===== config.mk =====
export PLATFORM = sky130hd
export DESIGN_NAME = alert_esc_event_decoder
export DESIGN_NICKNAME = d
export VERILOG_FILES = /design/src/rtl/alert_esc_event_decoder_pkg.sv /design/src/rtl/alert_esc_event_decoder_hs.sv /design/src/rtl/alert_esc_event_decoder.sv
export SDC_FILE = /design/constraint.sdc
export NUM_CORES = 1
export LEC_CHECK = 0
export CELL_PAD_IN_SITES_DETAIL_PLACEMENT = 0
export CELL_PAD_IN_SITES_GLOBAL_PLACEMENT = 1
export CORE_ASPECT_RATIO = 0.75
export CORE_MARGIN = 3
export CORE_UTILIZATION = 38
export CTS_CLUSTER_SIZE = 25
export DETAILED_ROUTE_END_ITERATION = 10
export PLACE_DENSITY = 0.83
export SYNTH_ARGS = -nofsm -noshare
export SYNTH_HDL_FRONTEND = slang
export SYNTH_SLANG_ARGS = --single-unit

===== constraint.sdc =====
create_clock -name clk -period 1.9 [get_ports clk]
set_clock_uncertainty 0.1 [all_clocks]
set_input_delay 0.38 -clock clk [delete_from_list [all_inputs] [get_ports clk]]
set_output_delay 0.38 -clock clk [all_outputs]
set_load 0.02 [all_outputs]

===== src/rtl/alert_esc_event_decoder_pkg.sv =====
// ============================================================================
// Module   : alert_esc_event_decoder_pkg
// Purpose  : Shared types and wire-packing indices for the alert/escalation
//            event decoder. Optional feature macro used by the decoder:
//            ALERT_ESC_EVENT_DECODER_TIMEOUT_EN
// Revision : 1.0 - initial release
// ============================================================================
`default_nettype none

package alert_esc_event_decoder_pkg;

    // Four-phase alert handshake progress, one instance per alert channel
    typedef enum logic [1:0] {
        Idle         = 2'd0,
        WaitAck      = 2'd1,
        WaitDeassert = 2'd2,
        WaitAckLow   = 2'd3
    } alert_hs_state_e;

    // Bit positions inside one channel's alert_tx slice {alert_p, alert_n}
    localparam int unsigned AlertPIdx = 1;
    localparam int unsigned AlertNIdx = 0;

    // Bit positions inside one channel's alert_rx slice {ping_p, ping_n, ack_p, ack_n}
    localparam int unsigned PingPIdx  = 3;
    localparam int unsigned PingNIdx  = 2;
    localparam int unsigned AckPIdx   = 1;
    localparam int unsigned AckNIdx   = 0;

    // Bit positions inside one channel's esc_tx {esc_p, esc_n} / esc_rx {resp_p, resp_n}
    localparam int unsigned EscPIdx   = 1;
    localparam int unsigned EscNIdx   = 0;
    localparam int unsigned RespPIdx  = 1;
    localparam int unsigned RespNIdx  = 0;

endpackage

`default_nettype wire


===== src/rtl/alert_esc_event_decoder_hs.sv =====
// ============================================================================
// Module   : alert_hs_decoder
// Purpose  : One passive alert channel decoder: four-phase handshake FSM,
//            ping toggle detector, integrity checking and a saturating
//            handshake counter. With ALERT_ESC_EVENT_DECODER_TIMEOUT_EN
//            defined, a wait counter aborts handshakes stuck in a Wait state.
// Revision : 1.0 - initial release
// ============================================================================
`default_nettype none

module alert_hs_decoder
    import alert_esc_event_decoder_pkg::*;
#(
    parameter int unsigned CntW          = 8,
    parameter int unsigned TimeoutCycles = 64
) (
    input  logic            clk,
    input  logic            rst_n,
    input  logic [1:0]      alert_tx,
    input  logic [3:0]      alert_rx,
    output logic            hs_event,
    output logic            ping,
    output logic            int_err,
    output logic [CntW-1:0] cnt
);

    logic alert_p, alert_n, ping_p, ping_n, ack_p, ack_n;
    logic pair_ok;
    logic done;
    logic timeout;
    logic event_d, err_d, ping_d;
    logic ping_prev;
    alert_hs_state_e state_q, hs_next, state_d;

    assign alert_p = alert_tx[AlertPIdx];
    assign alert_n = alert_tx[AlertNIdx];
    assign ping_p  = alert_rx[PingPIdx];
    assign ping_n  = alert_rx[PingNIdx];
    assign ack_p   = alert_rx[AckPIdx];
    assign ack_n   = alert_rx[AckNIdx];

    // Both pairs complementary; an X/Z makes this unknown and the if/else
    // structures below then fall into their error branches.
    assign pair_ok = (alert_p ^ alert_n) & (ack_p ^ ack_n);

    // State register
    always_ff @(posedge clk or negedge rst_n) begin
        if (!rst_n) begin
            state_q <= Idle;
        end else begin
            state_q <= state_d;
        end
    end

    // Next-state: at most one handshake phase per cycle, integrity loss aborts
    always_comb begin
        hs_next = state_q;
        done    = 1'b0;
        if (pair_ok) begin
            case (state_q)
                Idle:         if (alert_p)  hs_next = WaitAck;
                WaitAck:      if (ack_p)    hs_next = WaitDeassert;
                WaitDeassert: if (!alert_p) hs_next = WaitAckLow;
                WaitAckLow: begin
                    if (!ack_p) begin
                        hs_next = Idle;
                        done    = 1'b1;
                    end
                end
                default:      hs_next = Idle;
            endcase
        end else begin
            hs_next = Idle;
        end
    end

    assign state_d = timeout ? Idle : hs_next;

`ifdef ALERT_ESC_EVENT_DECODER_TIMEOUT_EN
    localparam int unsigned WaitW = $clog2(TimeoutCycles + 1);

    logic [WaitW-1:0] wait_cnt;

    // Expires on the cycle the count would reach TimeoutCycles while parked
    assign timeout = (state_q != Idle) && (hs_next == state_q) &&
                     (wait_cnt == WaitW'(TimeoutCycles - 1));

    // Wait counter: restarts on every transition, counts while parked in Wait*
    always_ff @(posedge clk or negedge rst_n) begin
        if (!rst_n) begin
            wait_cnt <= '0;
        end else if ((state_d != state_q) || (state_q == Idle)) begin
            wait_cnt <= '0;
        end else begin
            wait_cnt <= wait_cnt + 1'b1;
        end
    end
`else
    assign timeout = 1'b0;
`endif

    // Output decode: event on handshake completion, error on integrity loss or timeout
    always_comb begin
        event_d = done;
        err_d   = 1'b1;
        if (pair_ok) begin
            err_d = timeout;
        end
        ping_d  = (ping_p ^ ping_prev) & (ping_p ^ ping_n);
    end

    // Registered outputs, ping history and saturating event counter
    always_ff @(posedge clk or negedge rst_n) begin
        if (!rst_n) begin
            hs_event  <= 1'b0;
            int_err   <= 1'b0;
            ping      <= 1'b0;
            ping_prev <= 1'b0;
            cnt       <= '0;
        end else begin
            hs_event  <= event_d;
            int_err   <= err_d;
            ping      <= ping_d;
            ping_prev <= ping_p;
            if (event_d && (cnt != {CntW{1'b1}})) begin
                cnt <= cnt + 1'b1;
            end
        end
    end

endmodule

`default_nettype wire


===== src/rtl/alert_esc_event_decoder.sv =====
// ============================================================================
// Module   : alert_esc_event_decoder
// Purpose  : Passive tap on differential alert and escalation wires. Emits
//            registered event pulses, integrity errors and saturating
//            per-channel counters. Optional feature macro:
//            ALERT_ESC_EVENT_DECODER_TIMEOUT_EN (alert handshake wait timeout)
// Revision : 1.0 - initial release
// ============================================================================
`default_nettype none

module alert_esc_event_decoder
    import alert_esc_event_decoder_pkg::*;
#(
    parameter int unsigned NumAlerts     = 4,
    parameter int unsigned NumEsc        = 4,
    parameter int unsigned CntW          = 8,
    parameter int unsigned TimeoutCycles = 64
) (
    input  logic                      clk,
    input  logic                      rst_n,
    input  logic [2*NumAlerts-1:0]    alert_tx_i,
    input  logic [4*NumAlerts-1:0]    alert_rx_i,
    input  logic [2*NumEsc-1:0]       esc_tx_i,
    input  logic [2*NumEsc-1:0]       esc_rx_i,
    output logic [NumAlerts-1:0]      alert_event_o,
    output logic [NumAlerts-1:0]      alert_ping_o,
    output logic [NumAlerts-1:0]      alert_int_err_o,
    output logic [CntW*NumAlerts-1:0] alert_cnt_o,
    output logic [NumEsc-1:0]         esc_ping_o,
    output logic [NumEsc-1:0]         esc_active_o,
    output logic [NumEsc-1:0]         esc_int_err_o,
    output logic [CntW*NumEsc-1:0]    esc_cycles_o
);

    for (genvar a = 0; a < NumAlerts; a++) begin : g_alert
        alert_hs_decoder #(
            .CntW          (CntW),
            .TimeoutCycles (TimeoutCycles)
        ) u_alert_hs_decoder (
            .clk      (clk),
            .rst_n    (rst_n),
            .alert_tx (alert_tx_i[2*a +: 2]),
            .alert_rx (alert_rx_i[4*a +: 4]),
            .hs_event (alert_event_o[a]),
            .ping     (alert_ping_o[a]),
            .int_err  (alert_int_err_o[a]),
            .cnt      (alert_cnt_o[CntW*a +: CntW])
        );
    end

    for (genvar e = 0; e < NumEsc; e++) begin : g_esc
        logic            esc_p, esc_n, resp_p, resp_n;
        logic            active_s;
        logic            prev_active;
        logic            run_active;
        logic            ping_q;
        logic            err_q;
        logic [CntW-1:0] run_len;

        assign esc_p  = esc_tx_i[2*e + EscPIdx];
        assign esc_n  = esc_tx_i[2*e + EscNIdx];
        assign resp_p = esc_rx_i[2*e + RespPIdx];
        assign resp_n = esc_rx_i[2*e + RespNIdx];

        // Unknown inputs evaluate false in the if below, i.e. non-active
        assign active_s = esc_p & ~esc_n;

        // Run tracking: length, level-active from 2nd sample, single-cycle ping, integrity
        always_ff @(posedge clk or negedge rst_n) begin
            if (!rst_n) begin
                prev_active <= 1'b0;
                run_active  <= 1'b0;
                ping_q      <= 1'b0;
                err_q       <= 1'b0;
                run_len     <= '0;
            end else begin
                if (active_s) begin
                    prev_active <= 1'b1;
                    run_active  <= prev_active;
                    ping_q      <= 1'b0;
                    if (!prev_active) begin
                        run_len <= CntW'(1);
                    end else if (run_len != {CntW{1'b1}}) begin
                        run_len <= run_len + 1'b1;
                    end
                end else begin
                    prev_active <= 1'b0;
                    run_active  <= 1'b0;
                    // run_active still low here means the run lasted one sample
                    ping_q      <= prev_active & ~run_active;
                end
                if ((esc_p ^ esc_n) && (!run_active || (resp_p ^ resp_n))) begin
                    err_q <= 1'b0;
                end else begin
                    err_q <= 1'b1;
                end
            end
        end

        assign esc_ping_o[e]                = ping_q;
        assign esc_active_o[e]              = run_active;
        assign esc_int_err_o[e]             = err_q;
        assign esc_cycles_o[CntW*e +: CntW] = run_len;
    end

endmodule

`default_nettype wire


### Word level (Yosys, flattened, before mapping)

Cells that the tools add are included.

* bits in registers: 104
* input bits: 42
* word-level logic and storage cells: 232

* $add $sub $neg: 8
* equal/unequal tests: 40
* mux-type cells: 64
* bitwise gates (word level): 48
* reductions and logical operators: 28

Operator list (number)
* adder 8 x 1 -> 8 bit (second input constant): 8
* 2-to-1 mux 8 bit: 8
* != test 8 bit (second input constant): 8
* != test 3 bit (second input constant): 16
* 2-to-1 mux 2 bit: 20
* 2-to-1 mux 1 bit: 32
* one-hot mux 2 bit (4 select lines): 4
* bitwise XOR 1 bit: 24
* AND 1 bit: 16
* equality test 2 bit (second input constant): 8
* AND reduction 4 bit: 4
* equality test 2 x 1 -> 1 bit (second input constant): 4
* logical AND 1 bit: 8
* logical NOT 2 bit: 4
* != test 2 x 1 -> 1 bit (second input constant): 4
* NOT 1 bit: 8
* AND reduction 2 bit: 4
* logical NOT 1 bit: 4
* logical OR 1 bit: 4

### Logic depth before layout (Yosys ltp)

* word-level depth: 4
* gate-level depth with buffers: 7
* gate-level depth less buffers: 6

### Modules after synthesis

Synthesis repeated with hierarchy kept, for this count alone.

* cells, all modules: 508
* area total of the unflattened synthesis: 5434.0 um^2

By module, submodules not included
* alert_esc_event_decoder: times used 1, cells an instance 239, area each 2402.3 um^2, sequential area each 1201.2 um^2
* alert_hs_decoder (g_alert[1].u_alert_hs_decoder ...): times used 3, cells an instance 68, area each 758.2 um^2, sequential area each 350.3 um^2
* alert_hs_decoder (g_alert[0].u_alert_hs_decoder): times used 1, cells an instance 65, area each 757.0 um^2, sequential area each 350.3 um^2

### Least setup slack after synthesis

No wires, ideal clock.

* path kind: reg2reg
* start point: reg g_esc[2].run_len[0]
* end point: reg g_esc[2].run_len[0]
* data arrival time: 1.495 ns
* slack: 0.180 ns
* stages on the path, launching flop included: 6
* path buffers: 0
* cells stage by stage: dfrtp_1 -> ha_1 -> and3_1 -> nand2_1 -> o21ai_0 -> mux2_2

* word-level cells in the longest chain between the ends: 3

Ends and longest elaborated chain
* start, declared: line alert_esc_event_decoder.sv:58 `logic [CntW-1:0] run_len;`
* start signal, assigned: line alert_esc_event_decoder.sv:82 `run_len <= CntW'(1);`
* start signal, assigned: line alert_esc_event_decoder.sv:84 `run_len <= run_len + 1'b1;`
* adder 8 x 1 -> 8 bit or != test 8 bit (tied branches): line alert_esc_event_decoder.sv:84, alert_esc_event_decoder.sv:83
* 2-to-1 mux 8 bit or != test 2 x 1 -> 1 bit (tied branches)
* 2-to-1 mux 8 bit or AND reduction 2 bit (tied branches)

Parallel ways exist; a longest one is shown, timed or not. The select of a mux whose other input is x is not followed.
A chain may end at the register's enable or synchronous reset.

### Worst setup path in the final report

* start point: reg g_alert[0].u_alert_hs_decoder.cnt[4]
* end point: out alert_cnt_o[4]

RTL lines
* start, declared: line alert_esc_event_decoder_hs.sv:24 `output logic [CntW-1:0] cnt`
* start signal, assigned: line alert_esc_event_decoder_hs.sv:126 `cnt <= cnt + 1'b1;`
* end, declared: line alert_esc_event_decoder.sv:28 `output logic [CntW*NumAlerts-1:0] alert_cnt_o,`

No word-level cell between the ends.

==> reports/metrics.csv <==
stage,metric,value,unit
outcome,outcome,finished clean,
logic_synthesis,simple logic cell fraction of the synthesized area,18.4,%
hold_path,hold crit path type,reg -> reg,
floorplan,# IOs,130,
worst_setup_path,Top delay family on crit path,buffers and inverters,
timing,RSZ-0062 raised after global routing,no,
place,area post-placement,0.00691,mm2
global_route,overall routing resource usage,15.9,%
timing,WHS,363,ps
logic_synthesis,Mapped Area,0.00532,mm2
logic_synthesis,Synth Register Bits,104,
clocking,clock root buffer,clkbuf_16,
clocking,CTS tree,built,
logic_synthesis,number of synthesized flops with an enable pin,0,
finish,layout cells sized above 1,10.6,%
logic_synthesis,syn avg cell area,10.4,um2
clocking,H-Tree Depth,3,
clocking,clk buf depth,2,
logic_synthesis,register area share after synthesis,48.9,%
timing,worst slew pin tran,419,ps
timing,worst rel slew slack,71.9,%
logic_synthesis,Cell variety after synth,48,
worst_setup_path,crit path max fanout,4,
timing,fin worst setup slack,36.8,ps
global_route,largest net degree at the start of global routing,38,
finish,Final #Nets,728,
logic_synthesis,syn_nets,583,
timing,final hold violations,0,
logic_synthesis,Adder-Cell Fraction of Synth Area,6.58,%
worst_setup_path,CP Capture Type,output pin,
logic_synthesis,synth top area cells,"dfrtp_1 (49%), ha_1 (6.6%), xnor2_1 (4.3%)",
finish,Post-Layout Inst Area,0.00724,mm2
worst_setup_path,CP bufs+invs,1,
place,post-DP HPWL,8.99,mm
place,IO buf count,129,
logic_synthesis,post-synthesis compound-gate area fraction,10.9,%
clocking,Post-CTS Setup Repair Bufs,0,
floorplan,Die ar.,0.0155,mm2
clocking,Clock Sinks,104,
finish,Area growth syn-to-layout,36.0,%
finish,# fillers,1177,
logic_synthesis,synth cell count leaders,"dfrtp_1 (104), nand2_1 (49), o21ai_0 (33)",
clocking,total CTS buffers,9,
drt,WL/cell,14.2,um
drt,# DRC,0,
timing,# setup viols final,0,
power,worst vdd ir,0.000455,V
logic_synthesis,multiplexer share of the synthesized area,4.09,%
floorplan,Die W,143,um
drt,vias per inst,5.11,
power,Leakage,0.00360,uW
place,Setup Slack @ Placement,-168,ps
logic_synthesis,top-count cell post-synth,dfrtp_1,
floorplan,Die Height,108,um
timing,Setup Total Neg Slack,0,ps
place,placed cells,817,
worst_setup_path,WS Path Type,reg -> out,
flow_run,number of max-cap violations,0,
drt,initial detailed-routing violation count,231,
drt,DR pass1 iterations,4,
logic_synthesis,Mapped Cells,513,
worst_setup_path,CP max-delay cell,clkdlybuf4s50_1,
finish,number of inserted diodes,0,
timing,fin crit share,98.1,%
global_route,GR Overflow Total,0,
place,RePlAce Congestion,0.813,
timing,post-route minimum period,1860,ps
logic_synthesis,largest area contributor in the netlist,dfrtp_1,
logic_synthesis,Post-Synth XOR/XNOR Area,5.76,%
floorplan,core footprint,0.0133,mm2
logic_synthesis,Post-synth ARST share,100,%
logic_synthesis,Yosys top cell area share,48.9,%
finish,"Cell Count, Final, Fillers Out",834,
worst_setup_path,Critical Path AT,1380,ps
floorplan,initial cell density of the core,39.9,%
logic_synthesis,yosys warns,0,
drt,Post-DRT Antenna Nets,0,
clocking,"Clk Latency, worst-skew pair",340,ps
timing,max frequency,0.537,GHz
logic_synthesis,main combinational cell family by area after synthesis,simple AND/OR/NAND/NOR gates,
logic_synthesis,Most used DFF post-synth,dfrtp_1,
worst_setup_path,Worst setup SP type,flop,
floorplan,row count,36,
drt,WL final,11.9,mm
worst_setup_path,Max stage delay on crit path,630,ps
global_route,initial antenna violation count,0,
global_route,vias in the first global route,4144,
power,power per cell area,701,mW/mm2
global_route,first-pass GRT wire length,20.0,mm
clocking,Clock Pin Slew Worst Setup and Hold Paths,70,ps
timing,Max Transition Viols Final,0,
worst_setup_path,crit-path cells,clkdlybuf4s50_1,
worst_setup_path,Worst EP required,1420,ps
drt,via count,4259,
[area by class of cell]
cell class	instances	area [um2]	share of cell area [%]
multi-input cells	359	2430	33.6
clock buffers	11	233	3.22
inverters	17	63.8	0.882
clock inverters	5	81.3	1.12
flip-flops and latches	104	2600	36.0
well taps	171	214	2.96
repair buffers	167	1610	22.2
[logic make-up (layout without fill, tap and decap cells)]
family,count (synthesis),in the layout
AO/OA/AOI/OAI,98,98
XOR/XNOR,35,35
adder cells (fa/ha/maj),28,28
buffers and inverters,50,200
flip-flops,104,104
multiplexers,20,20
AND/OR/NAND/NOR,178,178
[path summary, 6_finish.rpt]
kind / start / to / slack [ps] / cells past startpoint
worst max-delay path: g_alert[0].u_alert_hs_decoder.cnt[4] / alert_cnt_o[4] / 40 / 1
worst max register to register: g_alert[2].u_alert_hs_decoder.cnt[4] / g_alert[2].u_alert_hs_decoder.cnt[1] / 180 / 4
worst min-delay path: g_alert[2].u_alert_hs_decoder.ping_prev / g_alert[2].u_alert_hs_decoder.ping / 360 / 1
min in group asynchronous: rst_n / g_alert[1].u_alert_hs_decoder.hs_event / 370 / 2
worst min register to register: g_alert[2].u_alert_hs_decoder.ping_prev / g_alert[2].u_alert_hs_decoder.ping / 360 / 1
max in group asynchronous: rst_n / g_esc[2].run_len[4] / 790 / 3
[power by group]
group | internal, uW | switching [uW] | total, uW
logic | 364 | 368 | 731
registers | 2310 | 94.0 | 2410
clock network | 1160 | 785 | 1940
total | 3830 | 1250 | 5080
[cells in the final DEF, fill, tap and decap left out, types with 25 or more instances in the layout]
master	synthesis	final
a21oi_1	27	27
ha_1	28	28
xnor2_1	26	26
dlygate4sd2_1	0	36
buf_4	25	36
o21ai_0	33	31
nand2_1	49	49
nand3_1	25	25
dfrtp_1	104	104
clkdlybuf4s50_1	0	71
[worst reg2reg max path, stage by stage, from the launching register on]
cell	delay, ps
dfrtp_1	450
and4_1	270
nand2_1	110
o21ai_0	310
mux2_2	370
[repair_timing]
item / CTS / global route
hold buffers: 1 / 0
endpoints found under the hold margin: 18 / 0
gates resized for setup: 36 / 23
endpoints found under the setup margin: 36 / 23
[registers in the layout, indices dropped and copies added, names as in the netlist]
signal and cells:
g_alert.u_alert_hs_decoder.int_err 4, g_alert.u_alert_hs_decoder.state_q 8, g_esc.ping_q 4, g_esc.run_len 32, g_alert.u_alert_hs_decoder.ping 4, g_alert.u_alert_hs_decoder.hs_event 4
g_alert.u_alert_hs_decoder.cnt 32, g_esc.prev_active 4, g_esc.err_q 4, g_esc.run_active 4, g_alert.u_alert_hs_decoder.ping_prev 4
[stage by stage]
step | power, uW | util (%)
after CTS | 5190 | 53.9
after global routing | 5340 | 54.3
after detailed placement | 3200 | 51.8
after global placement | 3180 | 51.8
final | 5080 | 54.3
after floorplan | 2830 | -
[routing by layer]
metal / GRT usage (%) / share of wire, %
met4: 4.68 / 1.4
met1: 22.2 / 49
met3: 3.98 / 5.1
met5: 0 / 0
met2: 24.6 / 45
No activity file was read; power rests on OpenSTA's default activity.
